--- src/rtl/uart_pkg.sv ---
// Shared defaults for the UART receive-path controller.
// The 9600-baud divisor assumes a 50 MHz clock and 16x oversampling.
package uart_pkg;

    localparam int DBIT_DEF   = 8;
    localparam int DVSR_W_DEF = 11;
    localparam int ADDR_W_DEF = 3;

    // 326 clk per tick: 50e6 / (16 * 9600) rounded, minus one for the 0..dvsr count.
    localparam int DVSR_9600_50M = 325;

    typedef enum logic [1:0] {
        FIFO_IDLE = 2'b00,
        FIFO_POP  = 2'b01,
        FIFO_PUSH = 2'b10,
        FIFO_BOTH = 2'b11
    } fifo_op_e;

endpackage

--- src/rtl/rx_fifo.sv ---
// Synchronous first-word-fall-through FIFO for received bytes.
// Registered count/full/empty; the head entry is always visible on rd_data.
module rx_fifo
    import uart_pkg::*;
#(
    parameter int DW = DBIT_DEF,
    parameter int AW = ADDR_W_DEF
) (
    input  logic          clk,
    input  logic          reset,
    input  logic          wr_req,
    input  logic [DW-1:0] wr_data,
    input  logic          rd_req,
    output logic [DW-1:0] rd_data,
    output logic [AW:0]   count,
    output logic          full,
    output logic          empty
);

    localparam int DEPTH = 2 ** AW;

    logic [DW-1:0] mem_q [DEPTH];
    logic [AW-1:0] wptr_q, wptr_d;
    logic [AW-1:0] rptr_q, rptr_d;
    logic [AW:0]   count_q, count_d;
    logic          full_q, empty_q;
    logic          push, pop;
    fifo_op_e      op;

    // A pop on a full FIFO frees the slot the simultaneous push needs.
    assign pop  = rd_req & ~empty_q;
    assign push = wr_req & (~full_q | pop);
    assign op   = fifo_op_e'({push, pop});

    always_comb begin
        wptr_d  = wptr_q;
        rptr_d  = rptr_q;
        count_d = count_q;
        if (push) wptr_d = wptr_q + 1'b1;
        if (pop)  rptr_d = rptr_q + 1'b1;
        case (op)
            FIFO_PUSH: count_d = count_q + 1'b1;
            FIFO_POP:  count_d = count_q - 1'b1;
            default:   count_d = count_q;
        endcase
    end

    always_ff @(posedge clk or posedge reset) begin
        if (reset) begin
            wptr_q  <= '0;
            rptr_q  <= '0;
            count_q <= '0;
            full_q  <= 1'b0;
            empty_q <= 1'b1;
        end else begin
            wptr_q  <= wptr_d;
            rptr_q  <= rptr_d;
            count_q <= count_d;
            full_q  <= (count_d == (AW+1)'(DEPTH));
            empty_q <= (count_d == '0);
        end
    end

    always_ff @(posedge clk) begin
        if (push) mem_q[wptr_q] <= wr_data;
    end

    // Storage is never cleared, so the head is masked while empty.
    assign rd_data = empty_q ? '0 : mem_q[rptr_q];
    assign count   = count_q;
    assign full    = full_q;
    assign empty   = empty_q;

endmodule

--- src/rtl/uart_rx_ctrl.sv ---
// UART receive-path controller: oversampling tick generator, byte FIFO
// between Receiver and consumer, and sticky overrun status.
module uart_rx_ctrl
    import uart_pkg::*;
#(
    parameter int DBIT   = DBIT_DEF,
    parameter int DVSR_W = DVSR_W_DEF,
    parameter int ADDR_W = ADDR_W_DEF
) (
    input  logic              clk,
    input  logic              reset,
    input  logic              en,
    input  logic [DVSR_W-1:0] dvsr,
    output logic              s_tick,
    input  logic              rx_done_tick,
    input  logic [DBIT-1:0]   rx_data,
    input  logic              rd_en,
    output logic [DBIT-1:0]   rd_data,
    output logic              empty,
    output logic              full,
    output logic [ADDR_W:0]   count,
    output logic              overrun,
    input  logic              clr_err
);

    logic [DVSR_W-1:0] tick_cnt_q, tick_cnt_d;
    logic              tick_hit;
    logic              overrun_q, overrun_d;
    logic              wr_req;
    logic              drop;

    // >= rather than == so a live dvsr decrease below the count still wraps.
    assign tick_hit = (tick_cnt_q >= dvsr);

    always_comb begin
        tick_cnt_d = tick_cnt_q + 1'b1;
        if (!en || tick_hit) tick_cnt_d = '0;
    end

    assign s_tick = en & ~reset & tick_hit;

    assign wr_req    = en & rx_done_tick;
    assign drop      = wr_req & full & ~rd_en;
    assign overrun_d = drop | (overrun_q & ~clr_err);

    always_ff @(posedge clk or posedge reset) begin
        if (reset) begin
            tick_cnt_q <= '0;
            overrun_q  <= 1'b0;
        end else begin
            tick_cnt_q <= tick_cnt_d;
            overrun_q  <= overrun_d;
        end
    end

    assign overrun = overrun_q;

    rx_fifo #(
        .DW (DBIT),
        .AW (ADDR_W)
    ) u_fifo (
        .clk     (clk),
        .reset   (reset),
        .wr_req  (wr_req),
        .wr_data (rx_data),
        .rd_req  (rd_en),
        .rd_data (rd_data),
        .count   (count),
        .full    (full),
        .empty   (empty)
    );

endmodule

--- config.mk ---
export PLATFORM = sky130hd
export DESIGN_NAME = uart_rx_ctrl
export DESIGN_NICKNAME = d
export VERILOG_FILES = /design/src/rtl/uart_pkg.sv /design/src/rtl/rx_fifo.sv /design/src/rtl/uart_rx_ctrl.sv
export SDC_FILE = /design/constraint.sdc
export NUM_CORES = 1
export LEC_CHECK = 0
export ABC_CLOCK_PERIOD_IN_PS = 3560
export BUFFER_PORTS_ARGS = -buffer_cell sky130_fd_sc_hd__buf_2
export CAP_MARGIN = 25
export CORE_MARGIN = 1
export CORE_UTILIZATION = 58
export DETAILED_ROUTE_END_ITERATION = 8
export GPL_TIMING_DRIVEN = 0
export PLACE_DENSITY = 0.79
export SYNTH_ARGS = -nofsm -noshare
export SYNTH_HDL_FRONTEND = slang
export SYNTH_HIERARCHICAL = 1
export SYNTH_SLANG_ARGS = --single-unit
--- constraint.sdc ---
create_clock -name clk -period 3.56 [get_ports clk]
set_clock_uncertainty 0.1 [all_clocks]
set_input_delay 0.712 -clock clk [delete_from_list [all_inputs] [get_ports clk]]
set_output_delay 0.712 -clock clk [all_outputs]
set_load 0.02 [all_outputs]
### Word-level counts from Yosys, hierarchy flattened

Memories as Yosys holds them, arrays and structs flattened.
Index checks and enable logic that the tools add are counted.

| word-level totals | value |
|---|---|
| input bits | 25 |
| output and inout port bits | 16 |
| word-level logic and storage cells | 40 |
| memories kept | 1 |
| flip-flop bits (word level) | 24 |
| bits in writable memories | 64 |

Memory list:

| memory | depth | width | rd ports | clocked after memory_dff | write ports | line | RTL |
|---|---|---|---|---|---|---|---|
| u_fifo.mem_q | 8 | 8 | 1 | 0 | 1 | rx_fifo.sv:22 | `logic [DW-1:0] mem_q [DEPTH];` |

| operators by class | value |
|---|---|
| magnitude comparators | 1 |
| equal/unequal tests | 3 |
| add/sub/neg operators | 5 |
| reduce and logical (&&, ||, !) cells | 3 |
| muxes and demuxes | 5 |
| bitwise logic cells | 15 |

Operators by type and width:

| kind | number |
|---|---|
| 11-bit by 1-bit adder with 11-bit output (second input constant) | 1 |
| 11-bit >= comparator | 1 |
| 11-bit 2-to-1 mux | 1 |
| 1-bit AND | 8 |
| 8-bit 2-to-1 mux | 1 |
| 4-bit one-hot mux with 2 select lines | 1 |
| 3-bit by 1-bit adder with 3-bit output (second input constant) | 2 |
| 1-bit NOT | 5 |
| 4-bit by 1-bit adder with 4-bit output (second input constant) | 1 |
| 4-bit equality test (second input constant) | 1 |
| 4-bit logical NOT | 1 |
| 4-bit by 1-bit subtractor with 4-bit output (second input constant) | 1 |
| 2-bit by 1-bit equality test with 1-bit output (second input constant) | 1 |
| 2-bit equality test (second input constant) | 1 |
| 1-bit 2-to-1 mux | 2 |
| 1-bit bitwise OR | 2 |
| 1-bit logical NOT | 1 |
| 1-bit logical OR | 1 |

### Longest topological paths before layout

Gate-level depths: netlist of the first run.

| depth | value |
|---|---|
| word-level depth | 7 |
| depth in mapped cells | 12 |
| depth with buffers taken out | 10 |

### Modules after synthesis

Netlist of the first run, hierarchy kept.

Modules (own cells, without submodules):

| module | seq. area each (um^2) | cells an instance | times used | area an instance (um^2) |
|---|---|---|---|---|
| rx_fifo | 2,223.4 | 175 | 1 | 3,170.5 |
| uart_rx_ctrl | 300.3 | 93 | 1 | 840.8 |

### Least setup slack after synthesis of the first run

No wires, ideal clock.

| timing | value |
|---|---|
| kind | in2reg |
| start point | in rd_en |
| end point | reg u_fifo.empty_q, in the netlist u_fifo/empty |
| path buffers | 1 |
| stages | 10 |
| arrival | 2.598 ns |
| setup time | 0.081 ns |
| data required time | 3.379 ns |
| path slack | 0.780 ns |
| cell sequence | nor2b_1 -> buf_2 -> o21a_1 -> inv_1 -> ha_1 -> xor2_1 -> ha_1 -> o22a_2 -> a211o_2 -> a211oi_2 |

| between the ends | value |
|---|---|
| cells in the longest elaborated chain, start to end | 6 |
| elaborated cells on any way between the ends | 7 |
| classes of those cells | eq/ne: 2; mux: 1; bitwise: 3; reduce/logical: 1 |

RTL lines:

| what | line | RTL |
|---|---|---|
| start, declared | uart_rx_ctrl.sv:17 | `input logic rd_en,` |
| 1-bit AND * | rx_fifo.sv:31 | `assign pop = rd_req & ~empty_q;` |
| net u_fifo.pop | rx_fifo.sv:27 | `logic push, pop;` |
| 1-bit bitwise OR | rx_fifo.sv:32 | `assign push = wr_req & (~full_q \| pop);` |
| 1-bit AND | rx_fifo.sv:32 |  |
| 2-bit by 1-bit equality test with 1-bit output / 2-bit equality test (equally long branches) | rx_fifo.sv:41 | `case (op)` |
| 4-bit one-hot mux with 2 select lines * | rx_fifo.sv:41 |  |
| 4-bit logical NOT * | rx_fifo.sv:60 | `empty_q <= (count_d == '0);` |
| end signal, assigned | rx_fifo.sv:60 |  |
| end, declared | rx_fifo.sv:26 | `logic full_q, empty_q;` |

Mark *: on every way through the listed nets, which the timed path passes. The rest lies on a longest branch.
A chain may end at the register's enable or synchronous reset.

### Worst setup path after layout of the first run

| timing | value |
|---|---|
| start point | in dvsr[6] |
| end point | out s_tick |

| between the ends | value |
|---|---|
| cells in the longest elaborated chain, start to end | 2 |

RTL lines:

| what | line | RTL |
|---|---|---|
| start, declared | uart_rx_ctrl.sv:13 | `input logic [DVSR_W-1:0] dvsr,` |
| 11-bit >= comparator | uart_rx_ctrl.sv:33 | `assign tick_hit = (tick_cnt_q >= dvsr);` |
| 1-bit AND | uart_rx_ctrl.sv:40 | `assign s_tick = en & ~reset & tick_hit;` |
| end, declared | uart_rx_ctrl.sv:14 | `output logic s_tick,` |

No other way between the ends.

==> results of run 1 <==
[flip-flops by register name, summed over array words and instances (netlist names)]
signal and cells:
u_fifo/full 1, tick_cnt_q 11, u_fifo/mem_q 64, u_fifo/rptr_q 3
u_fifo/count 4, overrun 1, u_fifo/empty 1, u_fifo/wptr_q 3
[power breakdown]
part / total, mW / internal [mW] / switching (mW)
clock network: 0.588 / 0.253 / 0.335
registers: 1.31 / 1.23 / 0.0851
logic: 1.15 / 0.524 / 0.628
total: 3.05 / 2.01 / 1.05
[cell type report]
| type | count | area [µm²] | area share [%] |
|---|---|---|---|
| flip-flops and latches | 88 | 2524 | 56.25 |
| well taps | 77 | 96.34 | 2.147 |
| inverters | 19 | 71.32 | 1.590 |
| repair buffers | 42 | 215.2 | 4.796 |
| clock inverters | 5 | 32.53 | 0.7250 |
| clock buffers | 11 | 131.4 | 2.928 |
| plain buffers | 8 | 67.56 | 1.506 |
| multi-input cells | 153 | 1349 | 30.06 |
[routing by layer]
metal  GRT usage (%)  routed length [µm]  up-vias
met5               0                   0        -
met4           8.783                 116        0
met3           4.183                 242        9
met2           34.16                3397       53
met1           28.05                3104     1114
li1                -                   -     1090
[critical path, stage by stage]
cell and delay [ns]:
buf_2 0.07, inv_1 0.03, ha_1 0.31, and2_4 0.17, and3_1 0.17, a31oi_1 0.23, nor2_1 0.07, o211a_1 0.21
buf_2 0.15
[cells in the mapped netlist (2+ instances only)]
cell type | instances | area [µm²]
dfrtp_1 | 23 | 575.6
nand2b_1 | 6 | 37.54
inv_1 | 19 | 71.32
xnor2_1 | 8 | 70.07
o211a_1 | 2 | 20.02
nand3_1 | 4 | 20.02
mux2i_1 | 8 | 80.08
a21oi_1 | 5 | 25.02
mux2_2 | 2 | 22.52
buf_6 | 2 | 22.52
nand4_1 | 4 | 25.02
ha_1 | 17 | 212.7
nor2_1 | 27 | 101.4
edfxtp_1 | 64 | 1922
buf_2 | 5 | 25.02
nor3_1 | 4 | 20.02
and2_1 | 2 | 12.51
mux4_2 | 11 | 247.7
nor2b_1 | 3 | 18.77
o21ai_0 | 5 | 25.02
mux4_1 | 5 | 131.4
nand2_1 | 14 | 52.55
xor2_1 | 6 | 52.55
[stage by stage]
step | hold slack, ns | cells | setup slack (ns) | total power [mW]
finish | 0.2668 | 403 | 0.6102 | 3.053
CTS | 0.2706 | 403 | 0.5898 | 3.083
global route | 0.3218 | 403 | 0.4348 | 3.222
global placement | 0.3882 | 385 | 0.5315 | 2.454
detailed placement | 0.3938 | 387 | 0.4968 | 2.497
floorplan | 0.3492 | 268 | 0.7805 | 2.180
[cell families after synthesis]
kind of cell / count (synthesis) / synth area share [%]
AOI/OAI and AO/OA: 23 / 4.336
muxes: 26 / 12.01
and+or+nand+nor: 73 / 8.921
DFF: 88 / 62.91
buffers and inverters: 27 / 3.462
xor gates and xnor gates: 14 / 3.057
adders and majority gates: 17 / 5.302
[worst paths after layout]
kind | startpoint | end | slack (ns)
max | dvsr[6] | s_tick | 0.61
max in group asynchronous | reset | u_fifo/empty | 2.74
min | reset | overrun | 0.27
min in group clk | tick_cnt_q[0] | tick_cnt_q[0] | 0.40
min reg2reg | tick_cnt_q[0] | tick_cnt_q[0] | 0.40
max reg2reg | u_fifo/empty | u_fifo/empty | 0.62
==> results.sh, run 1 <==
export IMPL_outcome="finished, final reports clean"
export IMPL_synthDistinctLibCells=45
export IMPL_num_antenna_cells=0
export IMPL_synth_ff_type="edfxtp_1"
export IMPL_synth_nets=310
export IMPL_coreArea_um2=6495
export IMPL_nFillCells=450
export IMPL_final_core_util_pct=69.08
export IMPL_num_rows=29
export IMPL_dieArea_um2=7253
export IMPL_yosysWarnings=6
export IMPL_cts_max_level=3
export IMPL_grt_first_pass_wirelength_um=10990
export IMPL_hp_class="input pin to asynchronous set/reset pin"
export IMPL_final_cell_area_um2=4487
export IMPL_via_per_inst=5.623
export IMPL_drive_above_1_share_pct=26.07
export IMPL_cts_sinks=88
export IMPL_worstPathMaxFanout=2
export IMPL_clock_latency_ns=0.35
export IMPL_drv_cap=0
export IMPL_slew_viol_final=0
export IMPL_wl_um=6860
export IMPL_cts_tree="done"
export IMPL_timing_setup_tns_ns=0
export IMPL_drt_antenna_violating_nets=0
export IMPL_layout_nets=363
export IMPL_syn_avg_cell_area_um2=14.97
export IMPL_post_route_drc_count=0
export IMPL_dp_final_hpwl_um=4673
export IMPL_synth_cell_area_um2=4011
export IMPL_max_clock_path_buffers=2
export IMPL_grt_overflow_total=0
export IMPL_power_density_nw_per_um2=680.5
export IMPL_cts_buffers=9
export IMPL_synth_edf_count=64
export IMPL_grt_pass1_vias=2182
export IMPL_fin_crit_ns=2.950
export IMPL_post_cts_resized=0
export IMPL_drt_initial_drc_count=112
export IMPL_wire_per_inst_um=17.02
export IMPL_crit_type="input pin to primary output"
export IMPL_dpl_instance_area_um2=4323
export IMPL_io_pins=41
export IMPL_antenna_found_initial=0
export IMPL_crit_arrival_ns=2.14
export IMPL_postCtsSetupBuffers=0
export IMPL_rsz0062_at_grt="false"
export IMPL_cellLeakagePower_nw=1.827
export IMPL_clk_pin_slew_ns=0.08
export IMPL_relSlewSlack_pct=38.34
export IMPL_ctsHoldBuffers=0
export IMPL_start_kind="input pin"
export IMPL_syn_inst=268
export IMPL_synth_async_reset_ratio_pct=27.27
export IMPL_dr_pass1_iters=4
export IMPL_start_util_pct=61.76
export IMPL_worstRegToRegCells=11
export IMPL_critPathRequiredTime_ns=2.75
export IMPL_place_congestion=0.7041
export IMPL_seq_area_frac_synth_pct=62.91
export IMPL_layout_commonest_cell="edfxtp_1"
export IMPL_grt_max_degree=15
export IMPL_area_growth_pct=11.85
export IMPL_setup_viol=0
export IMPL_hold_violations=0
export IMPL_worst_setup_path_end_kind="primary output"
export IMPL_die_h_um=85.17
export IMPL_worst_slew_pin_slew_ns=0.9215
export IMPL_cts_root_buf="clkbuf_8"
export IMPL_ys_ff_latch=88
export IMPL_via_count=2266
export IMPL_grtUsageTotal_pct=21.00
export IMPL_fmax_mhz=339.0
export IMPL_port_buffers=40
export IMPL_die_w_um=85.17
export IMPL_finalCritPeriodShare_pct=82.86
export IMPL_ir_drop_uv=307.4
export IMPL_layout_common_cells="edfxtp_1, buf_2, nor2_1, dfrtp_1, inv_1"
Note: power is estimated with default switching activity, not from simulation.
==> run 2, diff against run 1 <==
--- a/config.mk
+++ b/config.mk
@@ -5,7 +5,7 @@
 export SDC_FILE = /design/constraint.sdc
 export NUM_CORES = 1
 export LEC_CHECK = 0
-export ABC_CLOCK_PERIOD_IN_PS = 3560
+export ABC_CLOCK_PERIOD_IN_PS = 2800
 export BUFFER_PORTS_ARGS = -buffer_cell sky130_fd_sc_hd__buf_2
 export CAP_MARGIN = 25
 export CORE_MARGIN = 1
==> constraint.sdc (replaced) <==
create_clock -name clk -period 2.8 [get_ports clk]
set_clock_uncertainty 0.1 [all_clocks]
set_input_delay 0.56 -clock clk [delete_from_list [all_inputs] [get_ports clk]]
set_output_delay 0.56 -clock clk [all_outputs]
set_load 0.02 [all_outputs]
==> run 2 against run 1 <==
Final cell count up 0.25%. Routed wire length rose by 0.34%. Setup slack worse by 0.53 ns. Highest routed layer unchanged.
==> results.sh, run 2 (synthesized netlist as in run 1, its figures left out) <==
export IMPL_num_rows=29
export IMPL_port_buffers=40
export IMPL_via_per_inst=5.611
export IMPL_die_w_um=85.17
export IMPL_top_register="u_fifo/mem_q"
export IMPL_swShare_pct=34.35
export IMPL_cts_tree="done"
export IMPL_internal_power_mw=2.554
export IMPL_stdcell_count=404
export IMPL_cpMaxStageDelayCell="dfrtp_1"
export IMPL_final_cell_area_um2=4506
export IMPL_drive_above_1_share_pct=26.91
export IMPL_timing_setup_tns_ns=0
export IMPL_crit_type="flip-flop to primary output"
export IMPL_grt_pass1_vias=2183
export IMPL_post_route_drc_count=0
export IMPL_max_clock_path_buffers=2
export IMPL_worstPathMaxFanout=2
export IMPL_worst_setup_path_end_kind="primary output"
export IMPL_grt_first_pass_wirelength_um=10990
export IMPL_pwr_share_comb_pct=37.7
export IMPL_drv_cap=0
export IMPL_finalCritPeriodShare_pct=96.97
export IMPL_relSlewSlack_pct=39.71
export IMPL_cts_buffers=9
export IMPL_place_congestion=0.7041
export IMPL_start_util_pct=61.76
export IMPL_clock_latency_ns=0.36
export IMPL_wl_um=6883
export IMPL_area_growth_pct=12.32
export IMPL_dp_cells=387
export IMPL_power_density_nw_per_um2=863.6
export IMPL_layout_common_cells="edfxtp_1, buf_2, nor2_1, dfrtp_1, inv_1"
export IMPL_largest_reg_flops=64
export IMPL_layout_commonest_cell="edfxtp_1"
export IMPL_pwr_share_clk_pct=19.3
export IMPL_start_kind="flip-flop"
export IMPL_grtUsageTotal_pct=21.05
export IMPL_cts_sinks=88
export IMPL_power_switching_mw=1.337
export IMPL_worstRegToRegCells=10
export IMPL_clk_pin_slew_ns=0.08
export IMPL_slowest_delay_ns=0.40
export IMPL_dr_pass1_iters=4
export IMPL_ir_drop_uv=391.1
export IMPL_via_count=2267
export IMPL_slew_viol_final=0
export IMPL_hold_violations=0
export IMPL_grt_overflow_total=0
export IMPL_fmax_mhz=368.3
export IMPL_antenna_found_initial=0
export IMPL_ctsHoldBuffers=0
export IMPL_dp_final_hpwl_um=4673
export IMPL_outcome="finished, final reports clean"
export IMPL_critPathRequiredTime_ns=2.14
export IMPL_holdWs_ns=0.1116
export IMPL_grt_max_degree=15
export IMPL_drt_antenna_violating_nets=0
export IMPL_die_h_um=85.17
export IMPL_p_seq_share_pct=42.9
export IMPL_layout_nets=364
export IMPL_setup_viol=0
export IMPL_num_antenna_cells=0
export IMPL_rsz0062_at_grt="false"
export IMPL_hp_class="input pin to asynchronous set/reset pin"
export IMPL_cts_max_level=3
export IMPL_dpl_instance_area_um2=4323
export IMPL_fin_crit_ns=2.715
export IMPL_path_cells="ha_1 > and2_4 > and3_1 > a31oi_2 > nor2_1 > o211a_1 > buf_2"
export IMPL_cts_root_buf="clkbuf_8"
export IMPL_io_pins=41
export IMPL_worst_slew_pin_slew_ns=0.9011
export IMPL_drt_initial_drc_count=134
export IMPL_coreArea_um2=6495
export IMPL_wire_per_inst_um=17.04
export IMPL_crit_arrival_ns=2.06
export IMPL_dieArea_um2=7253
export IMPL_cellLeakagePower_nw=1.832
-- run 2: cell count changes in the layout (fill, tap and decap cells not counted), sizes merged --
cell	before	now
buf	50	51
-- run 2: metrics by stage --
step / utilization (%) / setup slack (ns) / power, mW
3_3_place_gp: 66.33 / -0.09573 / 3.120
2_1_floorplan: - / 0.07200 / 2.772
6_report: 69.37 / 0.08475 / 3.891
3_5_place_dp: 66.56 / -0.1320 / 3.175
5_1_grt: 69.37 / 0.001611 / 4.103
4_1_cts: 69.33 / 0.02412 / 3.925
-- run 2: worst max-delay path, delay by kind of cell, from the launching register on --
family | cells | cell delay [ns]
compound gates | 2 | 0.42
fa+ha+maj | 1 | 0.31
buf+inv | 1 | 0.15
flops | 1 | 0.40
simple gates | 3 | 0.41
-- run 2: per-layer routing --
layer | vias to the layer above | GRT usage [%] | wire length, µm
met1 | 1113 | 28.12 | 3147
met5 | - | 0 | 0
met2 | 51 | 34.24 | 3356
met4 | 0 | 8.783 | 136
li1 | 1092 | - | -
met3 | 11 | 4.183 | 243
-- run 2: power groups by stage --
| stage | sequential, mW | combinational [mW] | clock (mW) |
|---|---|---|---|
| 4_1_cts | 1.67 | 1.49 | 0.766 |
| 6_report | 1.67 | 1.47 | 0.752 |
| 2_1_floorplan | 1.73 | 1.05 | 0 |
| 5_1_grt | 1.69 | 1.59 | 0.823 |
| 3_3_place_gp | 1.68 | 1.44 | 0 |
| 3_5_place_dp | 1.70 | 1.48 | 0 |
-- run 2: worst paths after layout --
check                                   start             to  slack [ns]
worst max-delay path            tick_cnt_q[6]         s_tick        0.08
worst min-delay path                    reset        overrun        0.11
worst max register to register   u_fifo/empty   u_fifo/empty        0.16
worst min register to register  tick_cnt_q[0]  tick_cnt_q[0]        0.40
max in group asynchronous               reset   u_fifo/empty        2.14
min in group clk                      clr_err        overrun        0.29
-- run 2: what timing repair did --
item                                    4_1_cts  5_1_grt
gates resized for setup                       1        1
endpoints found under the setup margin        3        1
buffers inserted                              2        0
-- run 2: final cells by class --
cell class / count / area, µm²
Fill cell: 450 / 1989
Inverter: 19 / 71.32
Multi-Input combinational cell: 153 / 1358
Tap cell: 77 / 96.34
Timing Repair Buffer: 44 / 230.2
Clock buffer: 11 / 131.4
Buffer: 7 / 62.56
Sequential cell: 88 / 2524
Clock inverter: 5 / 32.53
